**config.mk**
```make
export PLATFORM = sky130hd
export DESIGN_NAME = stopwatch_ctrl
export DESIGN_NICKNAME = d
export VERILOG_FILES = /design/src/rtl/stopwatch_pkg.sv /design/src/rtl/btn_debounce.sv /design/src/rtl/stopwatch_ctrl.sv
export SDC_FILE = /design/constraint.sdc
export NUM_CORES = 1
export LEC_CHECK = 0
export BUFFER_PORTS_ARGS = -buffer_cell sky130_fd_sc_hd__buf_2
export CORE_ASPECT_RATIO = 0.8
export CORE_MARGIN = 2
export CORE_UTILIZATION = 50
export DETAILED_ROUTE_END_ITERATION = 12
export PLACE_DENSITY_LB_ADDON = 0.12
export SLEW_MARGIN = 10
export SYNTH_ARGS = -nofsm -noshare
export SYNTH_HDL_FRONTEND = slang
export SYNTH_SLANG_ARGS = --single-unit
```
**constraint.sdc**
```tcl
create_clock -name i_rtcclk -period 1.25 [get_ports i_rtcclk]
set_input_delay 0.125 -clock i_rtcclk [delete_from_list [all_inputs] [get_ports i_rtcclk]]
set_output_delay 0.125 -clock i_rtcclk [all_outputs]
set_load 0.01 [all_outputs]
```
**src/rtl/stopwatch_pkg.sv**
```systemverilog
// Shared types and defaults for the stopwatch control front end.
package stopwatch_pkg;

    typedef enum logic [1:0] {
        IDLE = 2'b00,
        RUN  = 2'b01,
        LAP  = 2'b10,
        STOP = 2'b11
    } state_t;

    localparam int unsigned DEBOUNCE_CYCLES_DEFAULT = 16;

endpackage

```
**src/rtl/btn_debounce.sv**
```systemverilog
// One push-button path: 2-flop synchroniser, debounce counter, debounced level
// and a registered one-cycle press pulse on each accepted 0->1 level change.
module btn_debounce
    import stopwatch_pkg::*;
#(
    parameter int unsigned DEBOUNCE_CYCLES = DEBOUNCE_CYCLES_DEFAULT
) (
    input  logic i_rtcclk,
    input  logic i_reset_n,
    input  logic i_btn,
    output logic o_level,
    output logic o_press
);

    localparam int unsigned CNT_W = $clog2(DEBOUNCE_CYCLES + 1);
    localparam logic [CNT_W-1:0] CNT_LAST = CNT_W'(DEBOUNCE_CYCLES - 1);

    logic            sync_1;
    logic            sync_2;
    logic [CNT_W-1:0] cnt;
    logic            level;
    logic            press;

    always_ff @(posedge i_rtcclk or negedge i_reset_n) begin
        if (!i_reset_n) begin
            sync_1 <= 1'b0;
            sync_2 <= 1'b0;
        end else begin
            sync_1 <= i_btn;
            sync_2 <= sync_1;
        end
    end

    // Level flips only after DEBOUNCE_CYCLES consecutive disagreeing cycles;
    // the counter peaks at DEBOUNCE_CYCLES-1 and therefore never wraps.
    always_ff @(posedge i_rtcclk or negedge i_reset_n) begin
        if (!i_reset_n) begin
            cnt   <= '0;
            level <= 1'b0;
            press <= 1'b0;
        end else if (sync_2 == level) begin
            cnt   <= '0;
            press <= 1'b0;
        end else if (cnt == CNT_LAST) begin
            cnt   <= '0;
            level <= ~level;
            press <= ~level;
        end else begin
            cnt   <= cnt + CNT_W'(1);
            press <= 1'b0;
        end
    end

    assign o_level = level;
    assign o_press = press;

endmodule

```
**src/rtl/stopwatch_ctrl.sv**
```systemverilog
// Stopwatch mode controller: debounced start/stop and lap/reset buttons drive
// the enable, clear and latch controls of the downstream BCD counter.
module stopwatch_ctrl
    import stopwatch_pkg::*;
#(
    parameter int unsigned DEBOUNCE_CYCLES = DEBOUNCE_CYCLES_DEFAULT
) (
    input  logic       i_rtcclk,
    input  logic       i_reset_n,
    input  logic       i_btn_startstop,
    input  logic       i_btn_lapreset,
    output logic       o_countenb,
    output logic       o_countinit,
    output logic       o_latchcount,
    output logic [1:0] o_state
);

    logic   ss_press;
    logic   lr_press;
    logic   ss_level_unused;
    logic   lr_level_unused;
    state_t state_q;
    state_t state_d;
    logic   countinit_q;
    logic   countinit_d;

    btn_debounce #(.DEBOUNCE_CYCLES(DEBOUNCE_CYCLES)) u_db_startstop (
        .i_rtcclk  (i_rtcclk),
        .i_reset_n (i_reset_n),
        .i_btn     (i_btn_startstop),
        .o_level   (ss_level_unused),
        .o_press   (ss_press)
    );

    btn_debounce #(.DEBOUNCE_CYCLES(DEBOUNCE_CYCLES)) u_db_lapreset (
        .i_rtcclk  (i_rtcclk),
        .i_reset_n (i_reset_n),
        .i_btn     (i_btn_lapreset),
        .o_level   (lr_level_unused),
        .o_press   (lr_press)
    );

    always_ff @(posedge i_rtcclk or negedge i_reset_n) begin
        if (!i_reset_n) begin
            state_q     <= IDLE;
            countinit_q <= 1'b0;
        end else begin
            state_q     <= state_d;
            countinit_q <= countinit_d;
        end
    end

    // Start/stop has priority: a coincident lap/reset press is dropped.
    always_comb begin
        state_d     = state_q;
        countinit_d = 1'b0;
        case (state_q)
            IDLE: begin
                if (ss_press) begin
                    state_d = RUN;
                end else if (lr_press) begin
                    countinit_d = 1'b1;
                end
            end
            RUN: begin
                if (ss_press) begin
                    state_d = STOP;
                end else if (lr_press) begin
                    state_d = LAP;
                end
            end
            LAP: begin
                if (ss_press) begin
                    state_d = STOP;
                end else if (lr_press) begin
                    state_d = RUN;
                end
            end
            STOP: begin
                if (ss_press) begin
                    state_d = RUN;
                end else if (lr_press) begin
                    state_d     = IDLE;
                    countinit_d = 1'b1;
                end
            end
            default: state_d = IDLE;
        endcase
    end

    assign o_state      = state_q;
    assign o_countenb   = (state_q == RUN) || (state_q == LAP);
    assign o_latchcount = (state_q != LAP);
    assign o_countinit  = countinit_q;

endmodule
```
Word level (Yosys, flattened, before mapping) --
Cells that the tools add are included.
Operators by class: bitwise operators 4, $add $sub $neg 2, reduce and logical (&&, ||, !) cells 6, muxes and demuxes 19, equality and inequality tests 12
Operator list (number):
- $mux 5 | 4
- $mux 2 | 7
- $add 5x1->5 const B | 2
- $eq 5x4->1 const B | 2
- $ne 3x1->1 const B | 3
- $pmux 2 s4 | 1
- $mux 1 | 7
- $eq 2x2->1 const B | 2
- $not 1->1 | 4
- $reduce_and 2->1 | 2
- $reduce_and 4->1 | 1
- $eq 1x1->1 | 2
- $eq 2x1->1 const B | 1
- $logic_not 2->1 | 1
- $ne 2x1->1 const B | 1
- $ne 2x2->1 const B | 1
- $reduce_or 2->1 | 1
- $logic_or 1x1->1 | 1
Storage, ports and cells: flip-flop bits (word level) 21, logic and storage cells 55, bits of input ports 4, output and inout port bits 5

Logic depth before layout (Yosys ltp) --
Gate-level depths: netlist of run 1.
word-level depth 3, mapped depth 5, mapped depth without buffers 5

Cells and area by module --
Synthesis of run 1 repeated with hierarchy kept, for this count alone.
Second synthesis, totals: cell total of the unflattened synthesis 80, area, all modules 982.2 µm²
Modules (own cells, without submodules):
- btn_debounce | cells each 25, area each 350.3 µm², times used 2
- stopwatch_ctrl | cells each 30, area each 281.5 µm², times used 1

Worst setup path before layout of run 1 --
OpenSTA, ideal clock, no wires.
path kind reg2reg, start register state_q[0], in the netlist o_state[0], end register state_q[1], in the netlist o_state[1], arrival 1.340 ns, data required time 1.120 ns, slack -0.219 ns, setup time 0.130 ns, stages on the path, launching flop included 6, cells stage by stage dfrtp_1 inv_1 ha_1 nor3_2 nor4b_1 nor3_1
Between the ends: longest elaborated chain between the ends 3, elaborated cells between the ends (all ways) 10, those cells by class eq/ne: 7; mux: 1; reduce/logical: 2
Ends and longest elaborated chain:
- start, declared | RTL line stopwatch_ctrl.sv:22 | state_t state_q;
- start signal, assigned | RTL line stopwatch_ctrl.sv:48 | state_q <= state_d;
- $eq 2x2->1, or another cell as far along | RTL line stopwatch_ctrl.sv:57 | case (state_q)
- $ne 3x1->1 (no line) or $ne 2x1->1 (tied branches)
- $reduce_and 4->1 (no line)
Parallel ways exist; a longest one is shown, timed or not. A chain may end at the register's enable or synchronous reset.

Worst setup path after layout of run 1 --
start register state_q[1], in the netlist o_state[1], end register state_q[1], in the netlist o_state[1]
Same word-level chain as after synthesis.

==> flow_metrics.env, run 1 <==
export IMPL_cap_violations=0
export IMPL_powerDensity_nw_per_um2=1643
export IMPL_critPathArrivalTime_ns=1.57
export IMPL_diodes=0
export IMPL_worst_slack_ns=-0.1245
export IMPL_worstPathRequired_ns=1.44
export IMPL_avgSynthCellArea_um2=11.87
export IMPL_synth_area_um2=925.9
export IMPL_chipWidth_um=52.11
export IMPL_period_minus_slack_ns=1.374
export IMPL_grt_max_degree=22
export IMPL_synth_yosys_seq_area_share_pct=56.76
export IMPL_nNetsFinal=119
export IMPL_clkTransAtPathRegs_ns=0.11
export IMPL_io_pins=9
export IMPL_min_period_over_period_pct=110.0
export IMPL_tightest_slew_ns=0.4531
export IMPL_place_area_um2=1124
export IMPL_fin_area_um2=1292
export IMPL_critPathSlowestCell="dfrtp_2"
export IMPL_ys_warn_count=0
export IMPL_drt_pass1_iter_count=3
export IMPL_area_growth_pct=39.59
export IMPL_finalSetupViolCount=4
export IMPL_synthesis_nets=89
export IMPL_violations="setup timing"
export IMPL_synth_area_top_cells="dfrtp_1 (57%), ha_1 (9.5%), xor2_1 (5.7%)"
export IMPL_gp_congestion=0.7710
export IMPL_cp_end_kind="flop"
export IMPL_yosys_area_share_xor_xnor_pct=5.676
export IMPL_p_leak_nw=0.6176
export IMPL_slew_viol_final=0
export IMPL_worstPathCellList="inv_4, ha_4, nor3_4, nor4b_4, nor3_2"
export IMPL_avgRoutedWirePerCell_um=13.29
export IMPL_routed_wl_um=1714
export IMPL_critPathMaxFanout=6
export IMPL_drt_iter0_drc=1
export IMPL_hold_class="input port to async pin"
export IMPL_synth_top_family_by_area="simple AND/OR/NAND/NOR gates"
export IMPL_finalHoldViolCount=0
export IMPL_max_freq_mhz=727.6
export IMPL_cpPeakStageDelay_ns=0.47
export IMPL_io_buffers=8
export IMPL_maxSlewHeadroom_pct=69.80
export IMPL_fin_setup_tns_ns=-0.4313
export IMPL_cts_root_buf="clkbuf_4"
export IMPL_h_tree_depth=1
export IMPL_hpwl_um=1091
export IMPL_synth_seq_cells=21
export IMPL_worstSkewPairLatency_ns=0.30
export IMPL_drc_errors=0
export IMPL_clock_sinks=21
export IMPL_synth_compound_area_share_pct=5.676
export IMPL_syn_inst=78
export IMPL_grt_pass1_wl_um=2760
export IMPL_yosys_area_top_type="dfrtp_1"
export IMPL_synth_distinct_cells=23
export IMPL_route_vias_total=659
export IMPL_synthAdderAreaFrac_pct=9.459
export IMPL_path_buf_inv=1
export IMPL_crit_type="flop to flop"
export IMPL_rows=13
export IMPL_cts_tree="built"
export IMPL_worst_clock_skew_ns=0.002138
export IMPL_vias_per_cell=5.109
export IMPL_drive_above_1_share_pct=44.86
export IMPL_grt_pass1_vias=662
export IMPL_startpoint_type="flop"
export IMPL_clk_path_buf_depth=2
export IMPL_ir_drop_mv=1.493
export IMPL_grt_ovfl_total=0
export IMPL_grtUsageTotal_pct=17.60
export IMPL_die_height_um=42.49
export IMPL_core_um2=1675
export IMPL_fp_dieArea_um2=2214
export IMPL_postRouteAntennaNets=0
export IMPL_synth_simple_gate_area_share_pct=17.97
export IMPL_muxShareOfSynthArea_pct=2.432
export IMPL_antenna_found_initial=0
export IMPL_start_util_pct=55.27
export IMPL_synth_top_area_share_pct=56.76
export IMPL_reg2reg_setup_slack_ns=-0.12
export IMPL_rsz0062_at_grt="yes"
export IMPL_status="finished, violations left"
export IMPL_numCtsBuffers=3
export IMPL_cp_top_family="simple AND/OR/NAND/NOR gates"
[through the flow]
stage	cells	total power [mW]	utilization [%]	hold WS, ns	worst slack (ns)
floorplan	78	1.338	-	-0.1706	-0.03229
global placement	119	1.564	67.07	0.1027	-0.03005
detailed placement	119	1.590	67.07	0.1042	-0.08640
CTS	127	2.088	73.71	0.2905	-0.1125
global route	129	2.260	77.15	0.3493	-0.2072
finish	129	2.123	77.15	0.2913	-0.1245
[worst register-to-register path, delay by kind of cell, from the launching register on]
| kind | cells | cell delay (ns) |
|---|---|---|
| and+or+nand+nor | 3 | 0.55 |
| DFF | 1 | 0.47 |
| adders and majority gates | 1 | 0.17 |
| buffers and inverters | 1 | 0.08 |
[path summary, 6_finish.rpt]
path                                 startpoint                    end  cells after the start
setup / recovery                     o_state[1]             o_state[1]                      5
hold / removal                        i_reset_n  u_db_startstop.cnt[2]                      2
setup reg to reg                     o_state[1]             o_state[1]                      5
hold reg to reg            u_db_lapreset.sync_1   u_db_lapreset.sync_2                      0
max in group asynchronous             i_reset_n             o_state[0]                      2
min in group i_rtcclk      u_db_lapreset.sync_1   u_db_lapreset.sync_2                      0
[final cells by class]
class                      instances  area (µm²)
sequential                        21       528.0
fill                             108       382.9
multi-input combinational         52       498.0
clock buffer                       3       22.52
tap                               22       27.53
inverter                           5       23.77
clock inverter                     1       5.005
timing repair buffer              25       187.7
[kinds of logic (layout without fill, tap and decap cells)]
family	after synthesis	count (layout)
muxes	2	2
DFF	21	21
xor gates and xnor gates	6	6
and+or+nand+nor	30	30
AOI/OAI and AO/OA	7	7
adders and majority gates	7	7
buffers and inverters	5	34
[per-layer routing]
metal	wire (µm)	up-vias	track usage [%]
li1	-	326	-
met1	834	324	22.22
met2	830	7	29.11
met3	32	2	2.143
met4	17	0	9.474
met5	0	-	0
[cell usage after synthesis]
cell	n
o221a_1	1
nor2_1	10
and2_1	2
nand3_1	4
xor2_1	6
nor4b_1	4
mux2_2	2
ha_1	7
o21a_1	1
nand2b_1	2
or3_1	1
dfrtp_1	21
inv_1	4
inv_2	1
nor3_1	2
o21ai_0	2
o32ai_1	1
nand2_1	1
and3_1	2
nor3_2	1
nor2b_1	1
o21bai_1	1
a211oi_1	1
[cells in the final DEF, fill, tap and decap left out, types with 2 or more instances in the layout]
master / n
nand3_2: 2
nand2b_1: 2
clkbuf_4: 3
buf_4: 14
nand3_1: 2
dfrtp_2: 2
mux2_4: 2
nor2_2: 2
dfrtp_1: 19
and2_1: 2
buf_2: 6
buf_6: 2
inv_4: 2
ha_2: 2
and3_1: 2
dlygate4sd3_1: 3
inv_1: 2
ha_4: 4
nor4b_2: 2
nor2_1: 8
xor2_1: 6
[power breakdown]
part           switching, mW  internal (mW)  leakage, nW
clock network          0.201          0.119       0.0177
logic                  0.430          0.545        0.326
registers             0.0899          0.738        0.274
total                  0.721           1.40        0.618
[repair_timing]
action	4_1_cts	5_1_grt
setup endpoints to repair	5	12
gates resized for setup	9	10
hold endpoints to repair	23	0
hold buffers	3	0
setup buffers	1	2
pin swaps	1	4
No activity file was read; power rests on OpenSTA's default activity.
==> inputs of run 2 (changes only) <==
- SYNTH_HIERARCHICAL: not set -> 1
==> run 2 against run 1 <==
Net effect: the run still ends with setup timing left; final area grew 3.6%; maximum frequency shrank 1.7%; power grew 5.2%; die area grew 5.5%; sequential power is essentially flat; synthesized area grew 6.1%; worst setup slack lost 0.024 ns; non-clock buffer count is the same; critical path depth is the same; via count grew 0.91%; critical endpoint unchanged; largest cell class unchanged; largest power group unchanged; highest routed layer is now met3.
==> flow_metrics.env, run 2 <==
export IMPL_status="finished, violations left"
export IMPL_violations="setup timing"
export IMPL_p_int_mw=1.477
export IMPL_worstPathCellList="inv_4, ha_4, nor3_4, o32ai_2, a2111oi_2"
export IMPL_fin_setup_tns_ns=-0.4814
export IMPL_worstSkewPairLatency_ns=0.30
export IMPL_worst_clock_skew_ns=0.001738
export IMPL_swShare_pct=33.85
export IMPL_hpwl_um=1110
export IMPL_synthesis_nets=91
export IMPL_r2r_start="o_state[1]"
export IMPL_synth_distinct_cells=25
export IMPL_stdcell_count=133
export IMPL_rows=14
export IMPL_drt_pass1_iter_count=4
export IMPL_ir_drop_mv=1.284
export IMPL_ys_flop_type="dfrtp_1"
export IMPL_hold_class="input port to async pin"
export IMPL_drive_above_1_share_pct=51.38
export IMPL_powerDensity_nw_per_um2=1668
export IMPL_avgRoutedWirePerCell_um=11.88
export IMPL_io_buffers=8
export IMPL_h_tree_depth=1
export IMPL_critPathSlowestCell="dfrtp_2"
export IMPL_place_inst=123
export IMPL_synthArstFlopShare_pct=100.0
export IMPL_slew_viol_final=0
export IMPL_synth_area_top_cells="dfrtp_1 (54%), ha_1 (8.9%), xor2_1 (5.4%)"
export IMPL_worst_slack_ns=-0.1484
export IMPL_regArea_um2=528.0
export IMPL_grt_ovfl_total=0
export IMPL_crit_type="flop to flop"
export IMPL_final_util_pct=71.43
export IMPL_n_fill_cell=131
export IMPL_max_freq_mhz=715.1
export IMPL_startpoint_type="flop"
export IMPL_p_switching_uw=756.0
export IMPL_postRouteAntennaNets=0
export IMPL_numCtsBuffers=3
export IMPL_tightest_slew_ns=0.4486
export IMPL_min_period_over_period_pct=111.9
export IMPL_cp_end_kind="flop"
export IMPL_power_frac_clock_pct=14.7
export IMPL_critPathArrivalTime_ns=1.60
export IMPL_route_vias_total=665
export IMPL_clk_path_buf_depth=2
export IMPL_place_area_um2=1162
export IMPL_clock_sinks=21
export IMPL_cts_root_buf="clkbuf_4"
export IMPL_yosysMostFrequentCell="dfrtp_1"
export IMPL_synth_yosys_seq_area_share_pct=53.50
export IMPL_reg2reg_setup_slack_ns=-0.15
export IMPL_io_pins=9
export IMPL_most_common_layout_cells="dfrtp_1 (19), buf_4 (13), nor2_1 (7)"
export IMPL_diodes=0
export IMPL_synth_seq_cells=21
export IMPL_vias_per_cell=5.000
export IMPL_grt_pass1_wl_um=2718
export IMPL_cap_violations=0
export IMPL_r2r_cells=5
export IMPL_r2r_end="o_state[1]"
export IMPL_syn_inst=80
export IMPL_fp_dieArea_um2=2337
export IMPL_p_leak_nw=0.6168
export IMPL_avgSynthCellArea_um2=12.28
export IMPL_synth_area_um2=982.2
export IMPL_multi_input_area_um2=524.3
export IMPL_combPwrFrac_pct=48.1
export IMPL_maxSlewHeadroom_pct=70.09
export IMPL_worstPathRequired_ns=1.45
export IMPL_start_util_pct=52.40
export IMPL_cpPeakStageDelay_ns=0.46
export IMPL_yosys_area_top_type="dfrtp_1"
export IMPL_clkTransAtPathRegs_ns=0.12
export IMPL_routed_wl_um=1580
export IMPL_holdWs_ns=0.2922
export IMPL_core_um2=1874
export IMPL_grt_pass1_vias=660
export IMPL_critPathMaxFanout=4
export IMPL_fin_area_um2=1339
export IMPL_antenna_found_initial=0
export IMPL_rsz0062_at_grt="yes"
export IMPL_synth_commonest_cells="dfrtp_1 (21), inv_1 (8), nor2_1 (8), ha_1 (7), xor2_1 (6)"
export IMPL_area_growth_pct=36.31
export IMPL_drt_iter0_drc=6
export IMPL_finalHoldViolCount=0
export IMPL_gp_congestion=0.7236
export IMPL_drc_errors=0
export IMPL_seqPwrFrac_pct=37.2
export IMPL_cts_tree="built"
export IMPL_ys_warn_count=6
export IMPL_period_minus_slack_ns=1.398
export IMPL_synth_edf_count=0
export IMPL_nNetsFinal=121
export IMPL_die_height_um=43.64
export IMPL_grt_max_degree=22
export IMPL_chipWidth_um=53.55
export IMPL_final_common_cell="dfrtp_1"
export IMPL_grtUsageTotal_pct=16.15
export IMPL_finalSetupViolCount=4
export IMPL_synth_top_area_share_pct=53.50
run 2: what timing repair did:
item | 4_1_cts | 5_1_grt
pin swaps | 5 | 5
endpoints found under the setup margin | 4 | 11
gates cloned | 0 | 0
hold buffers | 3 | 0
resized for setup | 9 | 8
buffers inserted | 1 | 2
hold endpoints to repair | 23 | 0
run 2: kinds of logic (layout without fill, tap and decap cells):
group | count (synthesis) | in the layout | share of synthesized area [%]
buf+inv | 8 | 37 | 3.057
simple gates | 27 | 27 | 18.85
mux | 2 | 2 | 2.293
fa+ha+maj | 7 | 7 | 8.917
compound gates | 9 | 9 | 8.026
xor+xnor | 6 | 6 | 5.350
flops | 21 | 21 | 53.50
run 2: worst max-delay path by stage:
stage	from	to	slack (ns)	cells after the start
detailed placement	o_state[0]	o_state[1]	-0.11	4
global placement	o_state[0]	o_state[1]	-0.09	4
finish	o_state[1]	o_state[1]	-0.15	5
floorplan	o_state[1]	o_state[1]	-0.14	5
CTS	o_state[0]	o_state[1]	-0.17	5
global route	o_state[1]	o_state[1]	-0.24	5
run 2: power groups by stage:
stage | clock, mW | combinational [mW] | sequential, mW
floorplan | 0 | 0.497 | 0.844
global placement | 0 | 0.848 | 0.817
detailed placement | 0 | 0.863 | 0.820
CTS | 0.352 | 1.06 | 0.823
global route | 0.379 | 1.17 | 0.842
finish | 0.329 | 1.07 | 0.830
run 2: layout make-up:
type | instances | share of cell area (%)
flip-flops and latches | 21 | 39.44
multi-input cells | 51 | 39.16
repair buffers | 25 | 14.30
inverters | 8 | 2.617
well taps | 24 | 2.243
clock buffers | 3 | 1.682
clock inverters | 1 | 0.5607
run 2: per-layer routing:
metal	GRT usage, %	vias up	wire (µm)
met2	25.93	10	741
met5	0	-	0
met4	3.077	0	0
met1	21.10	327	784
li1	-	328	-
met3	6.207	0	54
run 2: worst max-delay path, delay by kind of cell (launching register included):
kind	cells	cell delay, ns
simple gates	1	0.21
flops	1	0.46
compound gates	2	0.38
buf+inv	1	0.07
fa+ha+maj	1	0.16
run 2: through the flow:
stage / worst slack, ns / total power, mW
floorplan: -0.1429 / 1.341
global placement: -0.09229 / 1.665
detailed placement: -0.1150 / 1.683
CTS: -0.1692 / 2.237
global route: -0.2407 / 2.388
finish: -0.1484 / 2.233
==> inputs of run 3 (changes only) <==
- CORE_ASPECT_RATIO: 0.8 -> 1.25
==> run 3 against run 2 <==
Net effect: the flow still finishes with violations (setup timing); global-route usage increased by 1.1 points; critical path depth stayed put; final cell count shrank 5.3%; worst setup slack better by 0.010 ns; sequential cell count is the same; clock skew rose by 0.010 ns; wire length grew 1.2%; register-to-register slack about the same; core utilization down 0.079 points; power is 5.4% lower; final area decreased by 3.6%; critical endpoint unchanged.
==> flow_metrics.env, run 3 (synthesis results as in run 2) <==
export IMPL_status="finished, violations left"
export IMPL_gp_congestion=0.7625
export IMPL_finalHoldViolCount=0
export IMPL_fin_area_um2=1290
export IMPL_vias_per_cell=5.317
export IMPL_start_util_pct=54.33
export IMPL_cts_tree="built"
export IMPL_p_leak_nw=0.6081
export IMPL_worst_slack_ns=-0.1380
export IMPL_critPathMaxFanout=4
export IMPL_min_period_over_period_pct=111.0
export IMPL_grtUsageTotal_pct=17.23
export IMPL_slew_viol_final=0
export IMPL_maxSlewHeadroom_pct=70.11
export IMPL_antenna_found_initial=0
export IMPL_io_buffers=8
export IMPL_crit_type="flop to flop"
export IMPL_numCtsBuffers=3
export IMPL_critPathArrivalTime_ns=1.58
export IMPL_clock_sinks=21
export IMPL_area_growth_pct=31.34
export IMPL_finalSetupViolCount=4
export IMPL_clk_path_buf_depth=2
export IMPL_violations="setup timing"
export IMPL_powerDensity_nw_per_um2=1638
export IMPL_die_height_um=53.56
export IMPL_grt_pass1_wl_um=2925
export IMPL_grt_pass1_vias=692
export IMPL_drt_iter0_drc=5
export IMPL_startpoint_type="flop"
export IMPL_stdcell_count=126
export IMPL_fin_setup_tns_ns=-0.5066
export IMPL_final_common_cell="dfrtp_1"
export IMPL_place_area_um2=1149
export IMPL_place_inst=117
export IMPL_rows=17
export IMPL_hpwl_um=1220
export IMPL_hold_class="input port to async pin"
export IMPL_total_power_mw=2.113
export IMPL_worstSkewPairLatency_ns=0.29
export IMPL_postRouteAntennaNets=0
export IMPL_n_fill_cell=136
export IMPL_routed_wl_um=1599
export IMPL_fp_dieArea_um2=2337
export IMPL_worstPathRequired_ns=1.44
export IMPL_worst_clock_skew_ns=0.01191
export IMPL_nNetsFinal=119
export IMPL_holdWs_ns=0.2995
export IMPL_cp_end_kind="flop"
export IMPL_drive_above_1_share_pct=49.53
export IMPL_ir_drop_mv=0.9892
export IMPL_grt_max_degree=22
export IMPL_final_util_pct=71.35
export IMPL_cts_root_buf="clkbuf_4"
export IMPL_route_vias_total=670
export IMPL_tightest_slew_ns=0.4484
export IMPL_most_common_layout_cells="dfrtp_1 (19), buf_4 (11), buf_2 (8)"
export IMPL_diodes=0
export IMPL_max_freq_mhz=720.5
export IMPL_period_minus_slack_ns=1.388
export IMPL_drc_errors=0
export IMPL_clkTransAtPathRegs_ns=0.12
export IMPL_grt_ovfl_total=0
export IMPL_core_um2=1808
export IMPL_avgRoutedWirePerCell_um=12.69
export IMPL_drt_pass1_iter_count=4
export IMPL_io_pins=9
export IMPL_rsz0062_at_grt="yes"
export IMPL_h_tree_depth=1
export IMPL_place_ws_ns=-0.1221
export IMPL_cap_violations=0
export IMPL_chipWidth_um=43.64
## run 3: changes by cell type in the layout (fill, tap and decap cells not counted), sizes merged
cell      change
clkinv        +1
buf           -2
clkinvlp      -1
## run 3: path summary, 6_finish.rpt
| path | start | endpoint | slack [ns] | cells after the start |
|---|---|---|---|---|
| max | o_state[0] | o_state[1] | -0.14 | 5 |
| min | i_reset_n | u_db_startstop/sync_2 | 0.30 | 2 |
| max reg2reg | o_state[0] | o_state[1] | -0.14 | 5 |
| min reg2reg | u_db_startstop/sync_1 | u_db_startstop/sync_2 | 0.35 | 0 |
| max in group asynchronous | i_reset_n | o_state[0] | 0.61 | 2 |
| min in group i_rtcclk | u_db_startstop/sync_1 | u_db_startstop/sync_2 | 0.35 | 0 |
## run 3: layout make-up
cell class | count | area, µm² | area share, %
Tap cell | 19 | 23.77 | 1.843
Clock buffer | 3 | 22.52 | 1.746
Inverter | 8 | 32.53 | 2.522
Timing Repair Buffer | 23 | 172.7 | 13.39
Multi-Input combinational cell | 51 | 505.5 | 39.19
Sequential cell | 21 | 528.0 | 40.93
Clock inverter | 1 | 5.005 | 0.3880
## run 3: power breakdown
group	leakage, nW	switching (mW)	internal [mW]
clock network	0.0177	0.188	0.119
logic	0.317	0.444	0.543
registers	0.273	0.0789	0.739
## run 3: critical path, cell delays in order (launching register included)
cell       delay [ns]
dfrtp_2          0.47
buf_12           0.14
ha_4             0.15
nor3_4           0.15
o32ai_2          0.11
a2111oi_2        0.29
## run 3: layer usage
layer / up-vias / GRT usage [%] / wire length [µm]
li1: 321 / - / -
met1: 335 / 22.20 / 702
met2: 10 / 27.94 / 814
met3: 4 / 2.013 / 38
met4: 0 / 10.10 / 42
met5: - / 0 / 0
## run 3: timing repair
action | in CTS | in global routing
endpoints found under the hold margin | 23 | 0
endpoints found under the setup margin | 4 | 9
gates resized for setup | 3 | 7
setup buffers | 1 | 1
pin swaps | 3 | 2
hold buffers | 3 | 0
